[config.mk]
export PLATFORM = sky130hd
export DESIGN_NAME = hazard_bubble_unit_flat
export DESIGN_NICKNAME = d
export VERILOG_FILES = /design/src/rtl/hazard_bubble_unit_pkg.sv /design/src/rtl/hazard_bubble_unit_if.sv /design/src/rtl/hazard_bubble_unit_detect.sv /design/src/rtl/hazard_bubble_unit.sv /design/src/flat_wrapper.sv
export SDC_FILE = /design/constraint.sdc
export NUM_CORES = 1
export LEC_CHECK = 0
export CAP_MARGIN = 20
export CORE_UTILIZATION = 25
export CTS_CLUSTER_SIZE = 14
export DETAILED_ROUTE_END_ITERATION = 6
export GPL_TIMING_DRIVEN = 0
export HOLD_SLACK_MARGIN = 0.15
export MAX_ROUTING_LAYER = met4
export PLACE_DENSITY_LB_ADDON = 0.1
export SYNTH_ARGS = -nofsm -noshare
export SYNTH_HDL_FRONTEND = slang
export SYNTH_HIERARCHICAL = 1
export SYNTH_SLANG_ARGS = --single-unit
[constraint.sdc]
create_clock -name clk -period 1.35 [get_ports clk]
set_input_delay 0.135 -clock clk [delete_from_list [all_inputs] [get_ports clk]]
set_output_delay 0.135 -clock clk [all_outputs]
set_load 0.02 [all_outputs]
[src/rtl/hazard_bubble_unit_pkg.sv]
// Shared definitions for the hazard bubble unit: control-bundle bit positions,
// FSM state encoding and the default bubble value.
package hazard_pkg;

  localparam int CTRL_REGDST   = 7;
  localparam int CTRL_ALUSRC   = 6;
  localparam int CTRL_ALUOP_HI = 5;
  localparam int CTRL_ALUOP_LO = 4;
  localparam int CTRL_MEMREAD  = 3;
  localparam int CTRL_MEMWRITE = 2;
  localparam int CTRL_MEMTOREG = 1;
  localparam int CTRL_REGWRITE = 0;

  typedef enum logic {
    ST_IDLE  = 1'b0,
    ST_STALL = 1'b1
  } state_e;

  localparam logic [7:0] BUBBLE_DEFAULT = 8'h00;

endpackage

[src/rtl/hazard_bubble_unit_if.sv]
// Pipeline-side signal bundle of the hazard bubble unit. The stall_cnt output
// exists only when HAZARD_PERF_CNT_EN is defined.
interface hazard_bubble_unit_if #(
  parameter int CTRL_W = 8,
  parameter int REG_AW = 5
);
  logic [CTRL_W-1:0] ctrl_in;
  logic [REG_AW-1:0] ifid_rs;
  logic [REG_AW-1:0] ifid_rt;
  logic              ifid_uses_rt;
  logic [REG_AW-1:0] idex_rt;
  logic              flush;
  logic [CTRL_W-1:0] ctrl_out;
  logic              pc_write;
  logic              ifid_write;
  logic              bubble;
`ifdef HAZARD_PERF_CNT_EN
  logic [31:0]       stall_cnt;

  modport master (
    output ctrl_in, ifid_rs, ifid_rt, ifid_uses_rt, idex_rt, flush,
    input  ctrl_out, pc_write, ifid_write, bubble, stall_cnt
  );
  modport slave (
    input  ctrl_in, ifid_rs, ifid_rt, ifid_uses_rt, idex_rt, flush,
    output ctrl_out, pc_write, ifid_write, bubble, stall_cnt
  );
`else
  modport master (
    output ctrl_in, ifid_rs, ifid_rt, ifid_uses_rt, idex_rt, flush,
    input  ctrl_out, pc_write, ifid_write, bubble
  );
  modport slave (
    input  ctrl_in, ifid_rs, ifid_rt, ifid_uses_rt, idex_rt, flush,
    output ctrl_out, pc_write, ifid_write, bubble
  );
`endif
endinterface

[src/rtl/hazard_bubble_unit_detect.sv]
// Load-use comparator: the load in EX writes a register the ID instruction reads.
module hazard_detect #(
  parameter int REG_AW = 5
) (
  input  logic              memread_i,
  input  logic [REG_AW-1:0] idex_rt_i,
  input  logic [REG_AW-1:0] ifid_rs_i,
  input  logic [REG_AW-1:0] ifid_rt_i,
  input  logic              uses_rt_i,
  output logic              haz_o
);
  logic rs_match;
  logic rt_match;

  // Register 0 is hardwired, so a match on it is never a real dependency.
  assign rs_match = (idex_rt_i == ifid_rs_i);
  assign rt_match = uses_rt_i && (idex_rt_i == ifid_rt_i);
  assign haz_o    = memread_i && (idex_rt_i != '0) && (rs_match || rt_match);

endmodule

[src/rtl/hazard_bubble_unit.sv]
// Load-use stall controller owning the ID/EX control register; flush wins over all.
// Optional stall counter output enabled by HAZARD_PERF_CNT_EN.
module hazard_bubble_unit
  import hazard_pkg::*;
#(
  parameter int                CTRL_W       = 8,
  parameter int                MEMREAD_BIT  = CTRL_MEMREAD,
  parameter int                REG_AW       = 5,
  parameter int                STALL_CYCLES = 1,
  parameter logic [CTRL_W-1:0] BUBBLE_VAL   = CTRL_W'(BUBBLE_DEFAULT)
) (
  input logic                 clk,
  input logic                 rst_n,
  hazard_bubble_unit_if.slave bus
);

  // Entering STALL already spent one bubble in IDLE, hence the -2.
  localparam logic [2:0] CNT_INIT = (STALL_CYCLES > 1) ? 3'(STALL_CYCLES - 2) : 3'd0;

  state_e            state_q, state_d;
  logic [2:0]        cnt_q, cnt_d;
  logic [CTRL_W-1:0] ctrl_q, ctrl_d;
  logic              haz;
  logic              pc_write, ifid_write, bubble;

  hazard_detect #(.REG_AW(REG_AW)) u_detect (
    .memread_i (ctrl_q[MEMREAD_BIT]),
    .idex_rt_i (bus.idex_rt),
    .ifid_rs_i (bus.ifid_rs),
    .ifid_rt_i (bus.ifid_rt),
    .uses_rt_i (bus.ifid_uses_rt),
    .haz_o     (haz)
  );

  always_ff @(posedge clk or negedge rst_n) begin
    if (!rst_n) begin
      state_q <= ST_IDLE;
      cnt_q   <= '0;
      ctrl_q  <= BUBBLE_VAL;
    end else begin
      state_q <= state_d;
      cnt_q   <= cnt_d;
      ctrl_q  <= ctrl_d;
    end
  end

  always_comb begin
    state_d = state_q;
    cnt_d   = cnt_q;
    ctrl_d  = ctrl_q;
    if (bus.flush) begin
      state_d = ST_IDLE;
      cnt_d   = '0;
      ctrl_d  = BUBBLE_VAL;
    end else begin
      case (state_q)
        ST_IDLE: begin
          if (haz) begin
            ctrl_d = BUBBLE_VAL;
            if (STALL_CYCLES > 1) begin
              state_d = ST_STALL;
              cnt_d   = CNT_INIT;
            end
          end else begin
            ctrl_d = bus.ctrl_in;
          end
        end
        ST_STALL: begin
          ctrl_d = BUBBLE_VAL;
          if (cnt_q == 3'd0) state_d = ST_IDLE;
          else               cnt_d   = cnt_q - 3'd1;
        end
        default: state_d = ST_IDLE;
      endcase
    end
  end

  always_comb begin
    pc_write   = 1'b1;
    ifid_write = 1'b1;
    bubble     = 1'b0;
    if (bus.flush) begin
      bubble = 1'b1;
    end else if (state_q == ST_STALL || haz) begin
      pc_write   = 1'b0;
      ifid_write = 1'b0;
      bubble     = 1'b1;
    end
  end

  assign bus.ctrl_out   = ctrl_q;
  assign bus.pc_write   = pc_write;
  assign bus.ifid_write = ifid_write;
  assign bus.bubble     = bubble;

`ifdef HAZARD_PERF_CNT_EN
  logic [31:0] stall_cnt_q;

  always_ff @(posedge clk or negedge rst_n) begin
    if (!rst_n)                                         stall_cnt_q <= '0;
    else if (bubble && !bus.flush && stall_cnt_q != '1) stall_cnt_q <= stall_cnt_q + 32'd1;
  end

  assign bus.stall_cnt = stall_cnt_q;
`endif

endmodule

[src/flat_wrapper.sv]
// flat-port wrapper written by rule: the top's interface ports become plain ports
module hazard_bubble_unit_flat import hazard_pkg::*;
#(
  parameter int                CTRL_W       = 8,
  parameter int                MEMREAD_BIT  = CTRL_MEMREAD,
  parameter int                REG_AW       = 5,
  parameter int                STALL_CYCLES = 1,
  parameter logic [CTRL_W-1:0] BUBBLE_VAL   = CTRL_W'(BUBBLE_DEFAULT)
)
  (clk, rst_n, bus_ctrl_in, bus_ifid_rs, bus_ifid_rt, bus_ifid_uses_rt, bus_idex_rt, bus_flush, bus_ctrl_out, bus_pc_write, bus_ifid_write, bus_bubble);
  hazard_bubble_unit_if #(.CTRL_W(CTRL_W), .REG_AW(REG_AW)) bus_i ();
  input logic clk;
  input logic rst_n;
  input wire logic [$bits(bus_i.ctrl_in)-1:0] bus_ctrl_in;
  input wire logic [$bits(bus_i.ifid_rs)-1:0] bus_ifid_rs;
  input wire logic [$bits(bus_i.ifid_rt)-1:0] bus_ifid_rt;
  input wire logic [$bits(bus_i.ifid_uses_rt)-1:0] bus_ifid_uses_rt;
  input wire logic [$bits(bus_i.idex_rt)-1:0] bus_idex_rt;
  input wire logic [$bits(bus_i.flush)-1:0] bus_flush;
  output wire logic [$bits(bus_i.ctrl_out)-1:0] bus_ctrl_out;
  output wire logic [$bits(bus_i.pc_write)-1:0] bus_pc_write;
  output wire logic [$bits(bus_i.ifid_write)-1:0] bus_ifid_write;
  output wire logic [$bits(bus_i.bubble)-1:0] bus_bubble;
  assign bus_i.ctrl_in = bus_ctrl_in;
  assign bus_i.ifid_rs = bus_ifid_rs;
  assign bus_i.ifid_rt = bus_ifid_rt;
  assign bus_i.ifid_uses_rt = bus_ifid_uses_rt;
  assign bus_i.idex_rt = bus_idex_rt;
  assign bus_i.flush = bus_flush;
  assign bus_ctrl_out = bus_i.ctrl_out;
  assign bus_pc_write = bus_i.pc_write;
  assign bus_ifid_write = bus_i.ifid_write;
  assign bus_bubble = bus_i.bubble;
  hazard_bubble_unit #(.CTRL_W(CTRL_W), .MEMREAD_BIT(MEMREAD_BIT), .REG_AW(REG_AW), .STALL_CYCLES(STALL_CYCLES), .BUBBLE_VAL(BUBBLE_VAL)) u_core (.clk(clk), .rst_n(rst_n), .bus(bus_i));
endmodule
==> summary.txt, run 1 <==
Run status
  • Outcome: finished with violations
  • Failing checks: negative setup slack

Setup path
  • CP Cell Sequence: buf_6, xor2_2, nor4_2, nand3_1, a21oi_4, o21bai_4, buf_6, buf_6
  • CP arrival: 1.39 ns
  • Slowest stage delay, CP: ~0.27 ns
  • Crit end category: output pin
  • Data required, critical path: 1.22 ns
  • Startpoint type of the worst setup path: input port
  • CP Class: input port to output pin
  • CP max stage cell: nor4_2
  • Worst-path maximum fanout: 2
  • Crit path top cell by count: buf_6

Die
  • Chip Width: 53.0 um
  • Starting density of the core: 26.3%
  • FP Rows: 18
  • Die Ht: ~53 um
  • Core area: 0.00248 mm2
  • IO Pins: 38
  • Die Footprint: approximately 0.0028 mm2

Power and ir drop
  • Clock share of power: roughly a third
  • Comb power frac: ~23%
  • VDD IR max: around 0.6 mV
  • Final Total Pwr: 0.850 mW
  • Sw frac: a little under a quarter
  • Sw power: around 0.20 mW
  • Pint: roughly 0.65 mW
  • Sequential share of power: between 40% and 50%
  • Power per standard cell area: roughly 730 mW/mm2
  • Pleak: between 0.5 and 0.6 nW

Cells and area
  • Area Growth Syn to Fin: 78.5%
  • Fillcell total: between 200 and 250
  • Fraction of layout cells with a size suffix above 1: between 30% and 40%
  • Diode count: 0
  • Nets: around 130
  • Final Core Density: a little under half
  • Design area: between 0.001 and 0.0015 mm2

GRT
  • Largest net degree at the start of global routing: 13
  • First-pass GRT wire length: around 2200 um
  • Total congestion overflow: 0
  • Total track usage: between 10% and 20%
  • Antenna violations before repair: 0
  • Number of global-route vias before repair: around 500

CTS
  • Clock Pin Slew Worst Setup and Hold Paths: ~0.070 ns
  • Root buffer cell: clkbuf_4
  • Num CTS Buffers: 3
  • Clock tree buffer depth: 2
  • H-tree lvl count: 1
  • CTS tree: built
  • Worst skew pair latency: around 0.27 ns
  • Clock sinks: 12

Synth
  • Synthesized area: 651 um2
  • Top cells by area, synth: dfrtp_1 46%, xor2_1 9.4%, and2_1 7.7%, mux2_4 4.6%, xnor2_1 4.0%
  • FFs w/ async S/R, synth: 100%
  • Top cells by count, synth: 12 x dfrtp_1, 8 x and2_1, 7 x xor2_1, 6 x nor2_1, 4 x inv_1
  • Yosys cell types: 22
  • Main synth FF type: dfrtp_1
  • Most frequent cell after synthesis: dfrtp_1
  • Number of synthesized register bits: 12
  • Post-synth EDFFs: 0
  • Post-Synthesis Cells: 59
  • Ys Warns: 6
  • Syn nets: roughly 90
  • Leading area contributor after synthesis: dfrtp_1
  • Syn Area/Cell: around 11 um2
  • Top cell type's share of synthesized area: 46.2%
  • Post-synthesis sequential area ratio: between 40% and 50%

Route
  • Routed len/inst: 10.6 um
  • 1st-iter DRT viols: 0
  • Final antenna-violating net count: 0
  • Via count: between 500 and 600
  • 1st-pass router iterations: 1
  • DRC: 0
  • Total routed wirelength: roughly 1400 um
  • Vias per cell: roughly 4.2

STA
  • Tmin final: around 1.5 ns
  • Worst Setup Slack, final: -0.171 ns
  • Setup TNS: -0.365 ns
  • RSZ-0062 raised after global routing: yes
  • Slew headroom: 64.5%
  • Slew Viols, Final: 0
  • F_max: 658 MHz
  • Worst clock skew: 0.00487 ns
  • Final setup violation count: 3
  • Slew @ Worst Pin: about 0.53 ns
  • Period utilization: 113%
  • Hold Violations, Final: 0

Place
  • Port-buffer cells: 36
  • Placed cell area: 0.00107 mm2
  • Routability Congestion: ~0.64
  • Dpl hpwl: 1040 um

Worst hold path
  • Hold Path Class: input port to asynchronous set/reset pin

Flow run
  • Max-cap violations: 0
worst max-delay path: cells and delay by family:
family                 cells  cell delay, ns
XOR/XNOR                   1            0.17
buffers and inverters      3            0.33
AO/OA/AOI/OAI              2            0.32
AND/OR/NAND/NOR            2            0.43
power by group through the flow:
stage	Clock, mW	Combinational (mW)	Sequential, mW
final	0.277	0.197	0.376
after global routing	0.322	0.214	0.378
after global placement	0	0.195	0.383
after CTS	0.296	0.192	0.377
after detailed placement	0	0.195	0.382
after floorplan	0	0.0536	0.400
cell type report:
| class | instances | area [um2] | area share (%) |
|---|---|---|---|
| inverter | 4 | 15.0 | 1.29 |
| clock buffer | 4 | 36.3 | 3.13 |
| multi-input combinational | 41 | 383 | 33.0 |
| tap | 30 | 37.5 | 3.23 |
| buffer | 2 | 16.3 | 1.40 |
| timing repair buffer | 39 | 373 | 32.1 |
| sequential | 12 | 300 | 25.9 |
registers in the layout, summed over array words and instances, names as in the netlist:
register and flops:
u_core/bus.ctrl_out 8, u_core/cnt_q 3, u_core/state_q 1
layout by cell type (no fill, tap or decap):
cell type	netlist	routed
a21boi_4	1	1
a21oi_4	0	1
and2_1	8	8
buf_2	1	5
buf_4	1	2
buf_6	0	8
buf_8	0	1
clkbuf_4	0	3
clkbuf_8	0	1
clkdlybuf4s15_1	0	3
clkdlybuf4s50_1	0	10
dfrtp_1	12	12
dlygate4sd2_1	0	9
dlygate4sd3_1	0	1
dlymetal6s2s_1	0	2
ha_1	2	2
inv_1	4	4
mux2_4	2	2
mux2i_1	1	1
nand2_1	1	1
nand3_1	2	2
nor2_1	6	6
nor2b_1	1	1
nor3_1	1	1
nor3_4	1	1
nor4_2	1	1
o21ai_4	0	1
o21bai_4	0	1
or4_4	0	1
xnor2_1	3	3
xor2_1	7	4
xor2_2	0	3
per-stage QoR:
stage	cells	setup WS, ns	hold WS (ns)
after global routing	132	-0.220	0.233
after detailed placement	125	-1.11	0.433
after CTS	132	-0.226	0.215
after global placement	125	-1.10	0.431
final	132	-0.171	0.212
after floorplan	59	-0.0232	-0.161
kinds of logic after synthesis:
logic type / synth area share [%]
buffers and inverters: 4.23
AO/OA/AOI/OAI: 5.58
AND/OR/NAND/NOR: 20.6
adder cells (fa/ha/maj): 3.85
flip-flops: 46.2
multiplexers: 6.15
XOR/XNOR: 13.5
repair_timing:
action / in CTS / in global routing
pin swaps: 15 / 3
resized for setup: 78 / 7
setup endpoints to repair: 17 / 11
setup buffers: 2 / 0
hold endpoints to repair: 2 / 0
hold buffers: 1 / 0
per-layer routing:
| metal | global-route usage (%) | vias up | wire [um] |
|---|---|---|---|
| met1 | 14.4 | 258 | 571 |
| li1 | - | 272 | - |
| met2 | 17.5 | 21 | 708 |
| met4 | 5.26 | 0 | 0 |
| met5 | - | - | 0 |
| met3 | 2.87 | 0 | 125 |
final timing paths:
check | start | end | slack [ns] | depth (start not counted)
max | bus_ifid_rt[2] | bus_pc_write | -0.17 | 8
min | rst_n | u_core/bus.ctrl_out[4] | 0.21 | 1
max reg2reg | u_core/cnt_q[0] | u_core/cnt_q[0] | 0.06 | 4
min reg2reg | u_core/cnt_q[2] | u_core/cnt_q[2] | 0.57 | 2
max in group asynchronous | rst_n | u_core/cnt_q[1] | 0.78 | 1
min in group clk | bus_flush | u_core/cnt_q[0] | 0.30 | 3
Note: power is estimated with default switching activity, not from simulation.
==> inputs of run 2 (changes only) <==
--- a/config.mk
+++ b/config.mk
@@ -5,7 +5,7 @@
 export SDC_FILE = /design/constraint.sdc
 export NUM_CORES = 1
 export LEC_CHECK = 0
-export CAP_MARGIN = 20
+export CORE_ASPECT_RATIO = 1.25
 export CORE_UTILIZATION = 25
 export CTS_CLUSTER_SIZE = 14
 export DETAILED_ROUTE_END_ITERATION = 6
==> run 2 against run 1 <==
  * The run still ends with negative setup slack left
  * Clock skew is 0.0016 ns lower
  * Non-clock buffer count stayed put
  * Final area grew 0.97%
  * Die area is essentially flat
  * Critical path type unchanged
  * Critical endpoint unchanged
  * Largest cell class unchanged
==> summary.txt, run 2 (same netlist as run 1, synthesis figures left out) <==
Run status
  • Outcome: finished with violations
  • Failing checks: negative setup slack

Route
  • Via count: between 500 and 600
  • 1st-pass router iterations: 3
  • Vias per cell: 4.26
  • 1st-iter DRT viols: 6
  • Total routed wirelength: 1550 um
  • Routed len/inst: 11.5 um
  • DRC: 0
  • Final antenna-violating net count: 0

Power and ir drop
  • Final Total Pwr: around 0.86 mW
  • VDD IR max: between 0.5 and 0.6 mV
  • Pleak: roughly 0.57 nW
  • Power per standard cell area: approximately 730 mW/mm2

CTS
  • Root buffer cell: clkbuf_4
  • CTS tree: built
  • Clock Pin Slew Worst Setup and Hold Paths: roughly 0.08 ns
  • Num CTS Buffers: 3
  • Clock tree buffer depth: 2
  • H-tree lvl count: 1
  • Worst skew pair latency: between 0.2 and 0.3 ns
  • Clock sinks: 12

STA
  • Slew @ Worst Pin: between 0.5 and 0.6 ns
  • Slew headroom: just over 60%
  • Worst Setup Slack, final: -0.208 ns
  • Period utilization: 115%
  • Tmin final: roughly 1.6 ns
  • Hold Violations, Final: 0
  • Worst clock skew: approximately 0.0033 ns
  • RSZ-0062 raised after global routing: yes
  • Final setup violation count: 3
  • Setup TNS: -0.470 ns
  • F_max: approximately 640 MHz
  • Slew Viols, Final: 0

Place
  • Port-buffer cells: 36
  • Routability Congestion: 0.665
  • Placed cell area: ~0.0011 mm2
  • Dpl hpwl: 1140 um
  • Placed Cells: ~130

Setup path
  • CP Class: input port to output pin
  • CP Cell Sequence: buf_6, xor2_1, nor4_2, nand3_1, a21oi_4, o21bai_4, buf_6, buf_6
  • Data required, critical path: ~1.2 ns
  • Crit end category: output pin
  • R2r setup slk: 0.07 ns
  • CP arrival: roughly 1.4 ns
  • Slowest stage delay, CP: approximately 0.31 ns
  • Startpoint type of the worst setup path: input port
  • Reg2Reg Depth: 4
  • Crit path top cell by count: buf_6
  • CP max stage cell: nor4_2
  • Worst-path maximum fanout: 2

Cells and area
  • Most frequent cells in the layout: 12 x clkdlybuf4s50_1, 12 x dfrtp_1, 9 x buf_6, 8 x and2_1, 7 x dlygate4sd2_1
  • Largest register FFs: 8
  • Design area: between 0.001 and 0.0015 mm2
  • Fraction of layout cells with a size suffix above 1: between 20 and 30%
  • Nets: 132
  • Layout Cells excl Fill: around 140
  • Diode count: 0
  • Area Growth Syn to Fin: 80.2%

GRT
  • Total track usage: 12.4%
  • Largest net degree at the start of global routing: 13
  • First-pass GRT wire length: 2330 um
  • Total congestion overflow: 0
  • Antenna violations before repair: 0
  • Number of global-route vias before repair: between 500 and 600

Die
  • Core area: roughly 0.0025 mm2
  • Chip Width: roughly 48 um
  • Die Footprint: between 0.002 and 0.003 mm2
  • IO Pins: 38
  • Starting density of the core: 26.5%
  • FP Rows: 20
  • Die Ht: between 50 and 60 um

Flow run
  • Max-cap violations: 0

Worst hold path
  • Hold Path Class: input port to asynchronous set/reset pin
## run 2: per-stage QoR
stage                     setup WS [ns]  hold WS, ns  util, %
after detailed placement          -1.09        0.428     43.7
after floorplan                 -0.0232       -0.161        -
final                            -0.208        0.223     47.8
after global placement            -1.09        0.431     43.7
after global routing             -0.283        0.273     47.8
after CTS                        -0.229        0.236     47.2
## run 2: final timing paths
| path | start | endpoint |
|---|---|---|
| worst max-delay path | bus_ifid_rt[2] | bus_pc_write |
| worst min-delay path | rst_n | u_core/bus.ctrl_out[7] |
| worst min register to register | u_core/cnt_q[2] | u_core/cnt_q[2] |
| min in group clk | bus_flush | u_core/cnt_q[0] |
| worst max register to register | u_core/cnt_q[0] | u_core/cnt_q[1] |
| max in group asynchronous | rst_n | u_core/cnt_q[0] |
## run 2: timing repair
item | CTS | global route
setup endpoints to repair | 15 | 17
setup buffers | 3 | 1
pin swaps | 15 | 5
hold buffers | 1 | 0
endpoints found under the hold margin | 2 | 0
resized for setup | 72 | 5
## run 2: power breakdown
group / switching, mW / internal, mW
Sequential: 0.00393 / 0.372
Combinational: 0.0826 / 0.117
Clock: 0.122 / 0.164
## run 2: worst max-delay path: cells and delay by family
| kind | cells | cell delay, ns |
|---|---|---|
| AO/OA/AOI/OAI | 2 | 0.32 |
| AND/OR/NAND/NOR | 2 | 0.48 |
| XOR/XNOR | 1 | 0.16 |
| buffers and inverters | 3 | 0.33 |
## run 2: cell type report
type                    count  area (um2)
plain buffers               2        16.3
clock buffers               4        36.3
well taps                  33        41.3
repair buffers             39         395
flip-flops and latches     12         300
fillers                   253        1280
multi-input cells          41         368
inverters                   4        15.0
## run 2: routing by layer
layer	share of wire [%]	up-vias	GRT usage [%]
li1	-	273	-
met1	37	269	11.7
met2	49	31	21.5
met3	14	2	3.05
met4	0.84	0	7.54
met5	0	-	-
